--- config.mk ---
export PLATFORM = sky130hd
export DESIGN_NAME = jbi_dbg_qctl
export DESIGN_NICKNAME = d
export VERILOG_FILES = /design/src/rtl/jbi_dbg_qctl_pkg.sv /design/src/rtl/jbi_dbg_qptr.sv /design/src/rtl/jbi_dbg_qctl.sv
export SDC_FILE = /design/constraint.sdc
export NUM_CORES = 1
export LEC_CHECK = 0
export BUFFER_PORTS_ARGS = -buffer_cell sky130_fd_sc_hd__buf_2
export CAP_MARGIN = 20
export CORE_MARGIN = 8
export CORE_UTILIZATION = 39
export CTS_CLUSTER_SIZE = 24
export DETAILED_ROUTE_END_ITERATION = 10
export HOLD_SLACK_MARGIN = 0.05
export PLACE_DENSITY = 0.82
export SYNTH_ARGS = -nofsm -noshare
export SYNTH_HDL_FRONTEND = slang
export SYNTH_SLANG_ARGS = --single-unit
--- constraint.sdc ---
create_clock -name clk -period 2.8 [get_ports clk]
set_input_delay 0.14 -clock clk [delete_from_list [all_inputs] [get_ports clk]]
set_output_delay 0.14 -clock clk [all_outputs]
set_load 0.01 [all_outputs]
--- src/rtl/jbi_dbg_qctl_pkg.sv ---
// Shared debug-queue constants and read-FSM state encoding.
// Drop counters are built only when JBI_DBGQ_DROP_CNT_EN is defined.
package jbi_dbg_qctl_pkg;
  localparam int JBI_DBGQ_WIDTH      = 32;
  localparam int JBI_DBGQ_ADDR_WIDTH = 5;

  typedef enum logic [1:0] {
    IDLE  = 2'b00,
    FETCH = 2'b01,
    HOLD  = 2'b10
  } rd_state_e;
endpackage

--- src/rtl/jbi_dbg_qptr.sv ---
// Per-queue pointers, occupancy, sticky overflow; write strobe same cycle as wr_vld.
// Writes are dropped when full; drop counter exists only with JBI_DBGQ_DROP_CNT_EN.
module jbi_dbg_qptr #(
  parameter int ADDR_W = 5
) (
  input  logic              clk,
  input  logic              rst_l,
  input  logic              wr_vld,
  input  logic              dbg_en,
  input  logic              ovf_clr,
  input  logic              rd_en,
  output logic              wr_en,
  output logic [ADDR_W-1:0] wptr,
  output logic [ADDR_W-1:0] rptr,
  output logic              empty,
  output logic              ovf,
  output logic [7:0]        drop_cnt
);
  localparam logic [ADDR_W-1:0] PTR_ONE = {{(ADDR_W-1){1'b0}}, 1'b1};
  localparam logic [ADDR_W:0]   CNT_ONE = {{ADDR_W{1'b0}}, 1'b1};

  logic [ADDR_W:0] count;
  logic            full;
  logic            drop;

  // count never exceeds 2**ADDR_W, so the MSB alone marks full
  assign full  = count[ADDR_W];
  assign empty = (count == '0);
  assign wr_en = wr_vld & dbg_en & ~full;
  assign drop  = wr_vld & dbg_en & full;

  always_ff @(posedge clk or negedge rst_l) begin
    if (!rst_l) begin
      wptr  <= '0;
      rptr  <= '0;
      count <= '0;
      ovf   <= 1'b0;
    end else begin
      if (wr_en) wptr <= wptr + PTR_ONE;
      if (rd_en) rptr <= rptr + PTR_ONE;
      unique case ({wr_en, rd_en})
        2'b10:   count <= count + CNT_ONE;
        2'b01:   count <= count - CNT_ONE;
        default: count <= count;
      endcase
      if (drop)         ovf <= 1'b1;
      else if (ovf_clr) ovf <= 1'b0;
    end
  end

`ifdef JBI_DBGQ_DROP_CNT_EN
  always_ff @(posedge clk or negedge rst_l) begin
    if (!rst_l) begin
      drop_cnt <= 8'd0;
    end else if (ovf_clr) begin
      drop_cnt <= drop ? 8'd1 : 8'd0;
    end else if (drop && drop_cnt != 8'hFF) begin
      drop_cnt <= drop_cnt + 8'd1;
    end
  end
`else
  assign drop_cnt = 8'd0;
`endif
endmodule

--- src/rtl/jbi_dbg_qctl.sv ---
// Debug queue control: write strobes, hi/lo read arbitration, single-entry output stage.
// Read-to-valid 2 cycles, one entry per 2 cycles; output held while ~dbg_out_rdy (JBI_DBGQ_DROP_CNT_EN optional).
module jbi_dbg_qctl
  import jbi_dbg_qctl_pkg::*;
#(
  parameter int DATA_W     = JBI_DBGQ_WIDTH,
  parameter int ADDR_W     = JBI_DBGQ_ADDR_WIDTH,
  parameter int STARVE_LIM = 4
) (
  input  logic              clk,
  input  logic              rst_l,
  input  logic              csr_dbg_en,
  input  logic              csr_ovf_clr,
  input  logic              hi_wr_vld,
  input  logic [DATA_W-1:0] hi_wr_data,
  input  logic              lo_wr_vld,
  input  logic [DATA_W-1:0] lo_wr_data,
  output logic [ADDR_W-1:0] dbgq_hi_waddr,
  output logic              dbgq_hi_csn_wr,
  output logic [DATA_W-1:0] dbgq_hi_wdata,
  output logic [ADDR_W-1:0] dbgq_lo_waddr,
  output logic              dbgq_lo_csn_wr,
  output logic [DATA_W-1:0] dbgq_lo_wdata,
  output logic [ADDR_W-1:0] dbgq_hi_raddr,
  output logic              dbgq_hi_csn_rd,
  output logic [ADDR_W-1:0] dbgq_lo_raddr,
  output logic              dbgq_lo_csn_rd,
  input  logic [DATA_W-1:0] dbgq_hi_rdata,
  input  logic [DATA_W-1:0] dbgq_lo_rdata,
  output logic              dbg_out_vld,
  output logic              dbg_out_hi,
  output logic [DATA_W-1:0] dbg_out_data,
  input  logic              dbg_out_rdy,
  output logic              hi_ovf,
  output logic              lo_ovf,
  output logic [7:0]        hi_drop_cnt,
  output logic [7:0]        lo_drop_cnt
);
  localparam int            SW  = $clog2(STARVE_LIM + 1);
  localparam logic [SW-1:0] LIM = SW'(STARVE_LIM);

  rd_state_e     state, state_nxt;
  logic          hi_wr_en, lo_wr_en, hi_empty, lo_empty;
  logic          hi_ne, lo_ne, grant_hi, hi_rd, lo_rd;
  logic          rd_issue, load_out, clr_vld, sel_hi_q;
  logic [SW-1:0] starve_cnt;

  jbi_dbg_qptr #(.ADDR_W(ADDR_W)) u_hi (
    .clk(clk), .rst_l(rst_l), .wr_vld(hi_wr_vld), .dbg_en(csr_dbg_en),
    .ovf_clr(csr_ovf_clr), .rd_en(hi_rd), .wr_en(hi_wr_en),
    .wptr(dbgq_hi_waddr), .rptr(dbgq_hi_raddr), .empty(hi_empty),
    .ovf(hi_ovf), .drop_cnt(hi_drop_cnt)
  );

  jbi_dbg_qptr #(.ADDR_W(ADDR_W)) u_lo (
    .clk(clk), .rst_l(rst_l), .wr_vld(lo_wr_vld), .dbg_en(csr_dbg_en),
    .ovf_clr(csr_ovf_clr), .rd_en(lo_rd), .wr_en(lo_wr_en),
    .wptr(dbgq_lo_waddr), .rptr(dbgq_lo_raddr), .empty(lo_empty),
    .ovf(lo_ovf), .drop_cnt(lo_drop_cnt)
  );

  assign dbgq_hi_csn_wr = ~hi_wr_en;
  assign dbgq_lo_csn_wr = ~lo_wr_en;
  assign dbgq_hi_wdata  = hi_wr_data;
  assign dbgq_lo_wdata  = lo_wr_data;

  // hi has priority; lo gets one forced slot after STARVE_LIM hi grants
  assign hi_ne    = ~hi_empty;
  assign lo_ne    = ~lo_empty;
  assign grant_hi = hi_ne & ~(lo_ne & (starve_cnt == LIM));
  assign hi_rd    = rd_issue & grant_hi;
  assign lo_rd    = rd_issue & ~grant_hi;
  assign dbgq_hi_csn_rd = ~hi_rd;
  assign dbgq_lo_csn_rd = ~lo_rd;

  always_ff @(posedge clk or negedge rst_l) begin
    if (!rst_l) state <= IDLE;
    else        state <= state_nxt;
  end

  always_comb begin
    state_nxt = state;
    rd_issue  = 1'b0;
    load_out  = 1'b0;
    clr_vld   = 1'b0;
    unique case (state)
      IDLE: begin
        if (hi_ne | lo_ne) begin
          rd_issue  = 1'b1;
          state_nxt = FETCH;
        end
      end
      FETCH: begin
        load_out  = 1'b1;
        state_nxt = HOLD;
      end
      HOLD: begin
        if (dbg_out_rdy) begin
          clr_vld = 1'b1;
          if (hi_ne | lo_ne) begin
            rd_issue  = 1'b1;
            state_nxt = FETCH;
          end else begin
            state_nxt = IDLE;
          end
        end
      end
      default: state_nxt = IDLE;
    endcase
  end

  always_ff @(posedge clk or negedge rst_l) begin
    if (!rst_l) begin
      starve_cnt   <= '0;
      sel_hi_q     <= 1'b0;
      dbg_out_vld  <= 1'b0;
      dbg_out_hi   <= 1'b0;
      dbg_out_data <= '0;
    end else begin
      if (!lo_ne)        starve_cnt <= '0;
      else if (rd_issue) starve_cnt <= grant_hi ? starve_cnt + SW'(1) : '0;
      if (rd_issue) sel_hi_q <= grant_hi;
      if (load_out) begin
        dbg_out_vld  <= 1'b1;
        dbg_out_hi   <= sel_hi_q;
        dbg_out_data <= sel_hi_q ? dbgq_hi_rdata : dbgq_lo_rdata;
      end else if (clr_vld) begin
        dbg_out_vld  <= 1'b0;
      end
    end
  end
endmodule

==> results.py <==
metrics = {
    "placement": {
        "dpl_cell_area_mm2": 0.00473,
        "dp_hpwl_um": 8340,
        "io_buffers": 130,
        "place_congestion": 0.841,
        "dp_cells": 644,
    },
    "worst_setup_path": {
        "crit_type": "reg -> reg",
        "crit_start": "starve_cnt[0]",
        "path_max_fanout": 5,
        "rr_worst_depth": 12,
        "cp-endpoint": "u_lo.count[5]",
        "required_ns": 3.03,
        "end_kind": "register",
        "worstSetupStartpointType": "register",
        "arrival_ns": 2.90,
        "r2r-end": "u_lo.count[5]",
        "reg2reg_slack_ns": 0.13,
        "r2r_start": "starve_cnt[0]",
    },
    "yosys": {
        "synthesis.area_mm2": 0.00439,
        "async_reset_ff_share_pct": 100,
        "yosys_warnings": 0,
        "synth_edf_count": 0,
        "synth-seq-cells": 74,
        "yosysTopAreaCellShare_pct": 42.2,
        "synth_area_per_cell_um2": 10.0,
        "synthTopCellsByArea": "dfrtp_1 42%, buf_4 14%, mux2i_1 7.5%, o21ai_0 5.5%, ha_1 4.6%",
        "synth_area_leader_cell": "dfrtp_1",
        "postSynthCellCount": 438,
        "yosys_most_used_dff": "dfrtp_1",
        "yosysMostFrequentCell": "buf_4",
        "synth_common_cells": "81 x buf_4, 74 x dfrtp_1, 49 x nand2_1",
        "synth_seq_area_share_pct": 42.2,
        "ys_types": 47,
    },
    "run_status": {
        "run_status": "completed",
    },
    "sta": {
        "tightest_slew_ns": 0.924,
        "rsz0062_at_grt": "false",
        "drv_slew": 0,
        "period_minus_slack_ns": 2.67,
        "finalCritPeriodShare_pct": 95.2,
        "clock_skew_ns": 0.00660,
        "setup_viol": 0,
        "slew_headroom_pct": 38.4,
        "max_freq_ghz": 0.375,
        "setup_tns_ns": 0,
        "finalHoldViolCount": 0,
    },
    "route": {
        "wire_per_inst_um": 16.1,
        "viasPerCell": 4.98,
        "vias": 3317,
        "drc": 0,
        "dr.first_iter.drc_count": 193,
        "dr.pass1.iters": 4,
        "finalWirelength_um": 10700,
        "antenna_left": 0,
    },
    "final_layout": {
        "seq_area_mm2": 0.00185,
        "synthToLayoutAreaGrowth_pct": 15.4,
        "layout-drive-gt1-share_pct": 35.0,
        "final_area_mm2": 0.00506,
        "finalNetCount": 674,
        "multi_input_area_mm2": 0.00191,
        "layout.cells.non_filler": 666,
        "n_fill_cell": 987,
        "post-route-util_pct": 46.5,
        "diodes": 0,
    },
    "clock_network": {
        "cts_tree": "yes",
        "h-tree-depth": 3,
        "clkTransAtPathRegs_ns": 0.08,
        "clock_path_buffers": 2,
        "numCtsBuffers": 9,
        "worstSkewPairLatency_ns": 0.35,
        "cts_root_buf": "clkbuf_8",
        "cts.sinks": 74,
    },
    "grt": {
        "antenna_found_initial": 0,
        "grt_remaining_overflow": 0,
        "grt_pass1_vias": 3318,
        "grt_usage_pct": 14.1,
        "grt_start_max_net_pins": 75,
        "grt_pass1_wl_um": 16800,
    },
    "floorplan": {
        "rows": 38,
        "pin_count": 275,
        "die_x_um": 122,
        "die_area_mm2": 0.0149,
        "start_util_pct": 40.3,
        "core-area_mm2": 0.0109,
        "fp.dieH_um": 122,
    },
    "worst_hold_path": {
        "hold_path.class": "in -> reg",
    },
    "pwr": {
        "ir_drop_mv": 0.665,
        "power.total_mw": 5.96,
        "p_leak_nw": 2.60,
        "power_per_cell_area_mw_per_mm2": 1180,
    },
    "run": {
        "cap_violations": 0,
    },
}
-- cells in the final DEF, fill, tap and decap left out, types with 3 or more instances in the layout --
cell type | Yosys | routed
a21oi_1 | 4 | 4
and3_1 | 5 | 5
buf_2 | 3 | 129
buf_4 | 81 | 17
clkbuf_8 | 0 | 11
conb_1 | 1 | 16
dfrtp_1 | 74 | 73
dlygate4sd3_1 | 0 | 4
ha_1 | 16 | 12
ha_4 | 0 | 4
inv_1 | 19 | 19
mux2i_1 | 33 | 33
nand2_1 | 49 | 49
nand3_1 | 4 | 4
nand4_1 | 7 | 7
nor2_1 | 9 | 9
nor2b_1 | 4 | 4
o2111ai_1 | 3 | 3
o211ai_1 | 5 | 5
o21ai_0 | 48 | 45
o21ai_1 | 0 | 3
xnor2_1 | 16 | 16
xor2_1 | 6 | 6
-- final cells by class --
class                           instances  share of cell area [%]
Timing Repair Buffer                  151                    16.5
Sequential cell                        74                    36.6
Multi-Input combinational cell        264                    37.8
Clock buffer                           12                    3.07
Tap cell                              140                    3.46
Inverter                               21                    1.61
Clock inverter                          4                   0.989
-- state kept, by name, summed over array words and instances (netlist names) --
register / flops
u_lo.count: 6
dbg_out_data: 32
u_lo.wptr: 5
u_lo.ovf: 1
u_hi.wptr: 5
sel_hi_q: 1
dbg_out_hi: 1
starve_cnt: 3
u_hi.ovf: 1
state: 2
u_lo.rptr: 5
dbg_out_vld: 1
u_hi.count: 6
u_hi.rptr: 5
-- worst max-delay path, stage by stage, from the launching register on --
cell      delay (ns)
dfrtp_1         0.38
inv_1           0.07
ha_1            0.23
a22o_4          0.28
nand3_4         0.06
inv_1           0.06
ha_4            0.18
buf_4           0.14
ha_1            0.20
nor4bb_1        0.13
a311o_1         0.27
or3b_1          0.39
xor2_1          0.15
-- metal layers --
metal / track usage [%] / vias to the layer above / share of wire [%]
li1: - / 1561 / -
met1: 15.2 / 1565 / 38
met2: 23.4 / 169 / 48
met3: 6.62 / 22 / 12
met4: 5.71 / 0 / 2.1
met5: 0.658 / - / 0
-- stage by stage --
stage,worst slack (ns),hold WS [ns]
after floorplan,0.00483,-0.156
after global placement,0.0619,0.280
after detailed placement,-0.00468,0.280
after CTS,0.0442,0.0613
after global routing,0.0149,0.0563
final,0.133,0.0785
-- what timing repair did --
item	4_1_cts	5_1_grt
endpoints found under the hold margin	76	0
setup buffers	0	1
hold buffers	4	0
pin swaps	1	3
gates resized for setup	2	10
endpoints found under the setup margin	1	3
-- where the power goes --
| group | internal, mW | total, mW | leakage, nW | switching [mW] |
|---|---|---|---|---|
| combinational | 1.44 | 3.03 | 1.59 | 1.59 |
| clock | 0.459 | 0.839 | 0.0986 | 0.380 |
| sequential | 1.59 | 2.09 | 0.912 | 0.501 |
| total | 3.49 | 5.96 | 2.60 | 2.47 |
-- worst min path at each step --
stage / slack, ns / depth (start not counted) / to / start
2_1_floorplan: -0.16 / 0 / dbg_out_data[0] / rst_l
3_3_place_gp: 0.28 / 0 / dbgq_hi_wdata[18] / hi_wr_data[18]
3_5_place_dp: 0.28 / 0 / dbgq_hi_wdata[18] / hi_wr_data[18]
4_1_cts: 0.06 / 3 / dbg_out_data[10] / dbgq_lo_rdata[10]
5_1_grt: 0.06 / 3 / dbg_out_data[12] / dbgq_lo_rdata[12]
6_report: 0.08 / 3 / dbg_out_data[10] / dbgq_lo_rdata[10]
-- kinds of logic after synthesis --
| kind of cell | share of synthesized area (%) |
|---|---|
| and+or+nand+nor | 11.2 |
| buffers and inverters | 16.9 |
| other | 0.0855 |
| xor gates and xnor gates | 4.39 |
| adders and majority gates | 5.48 |
| AOI/OAI and AO/OA | 11.0 |
| muxes | 8.73 |
| DFF | 42.2 |
(Power assumes the default switching activity.)
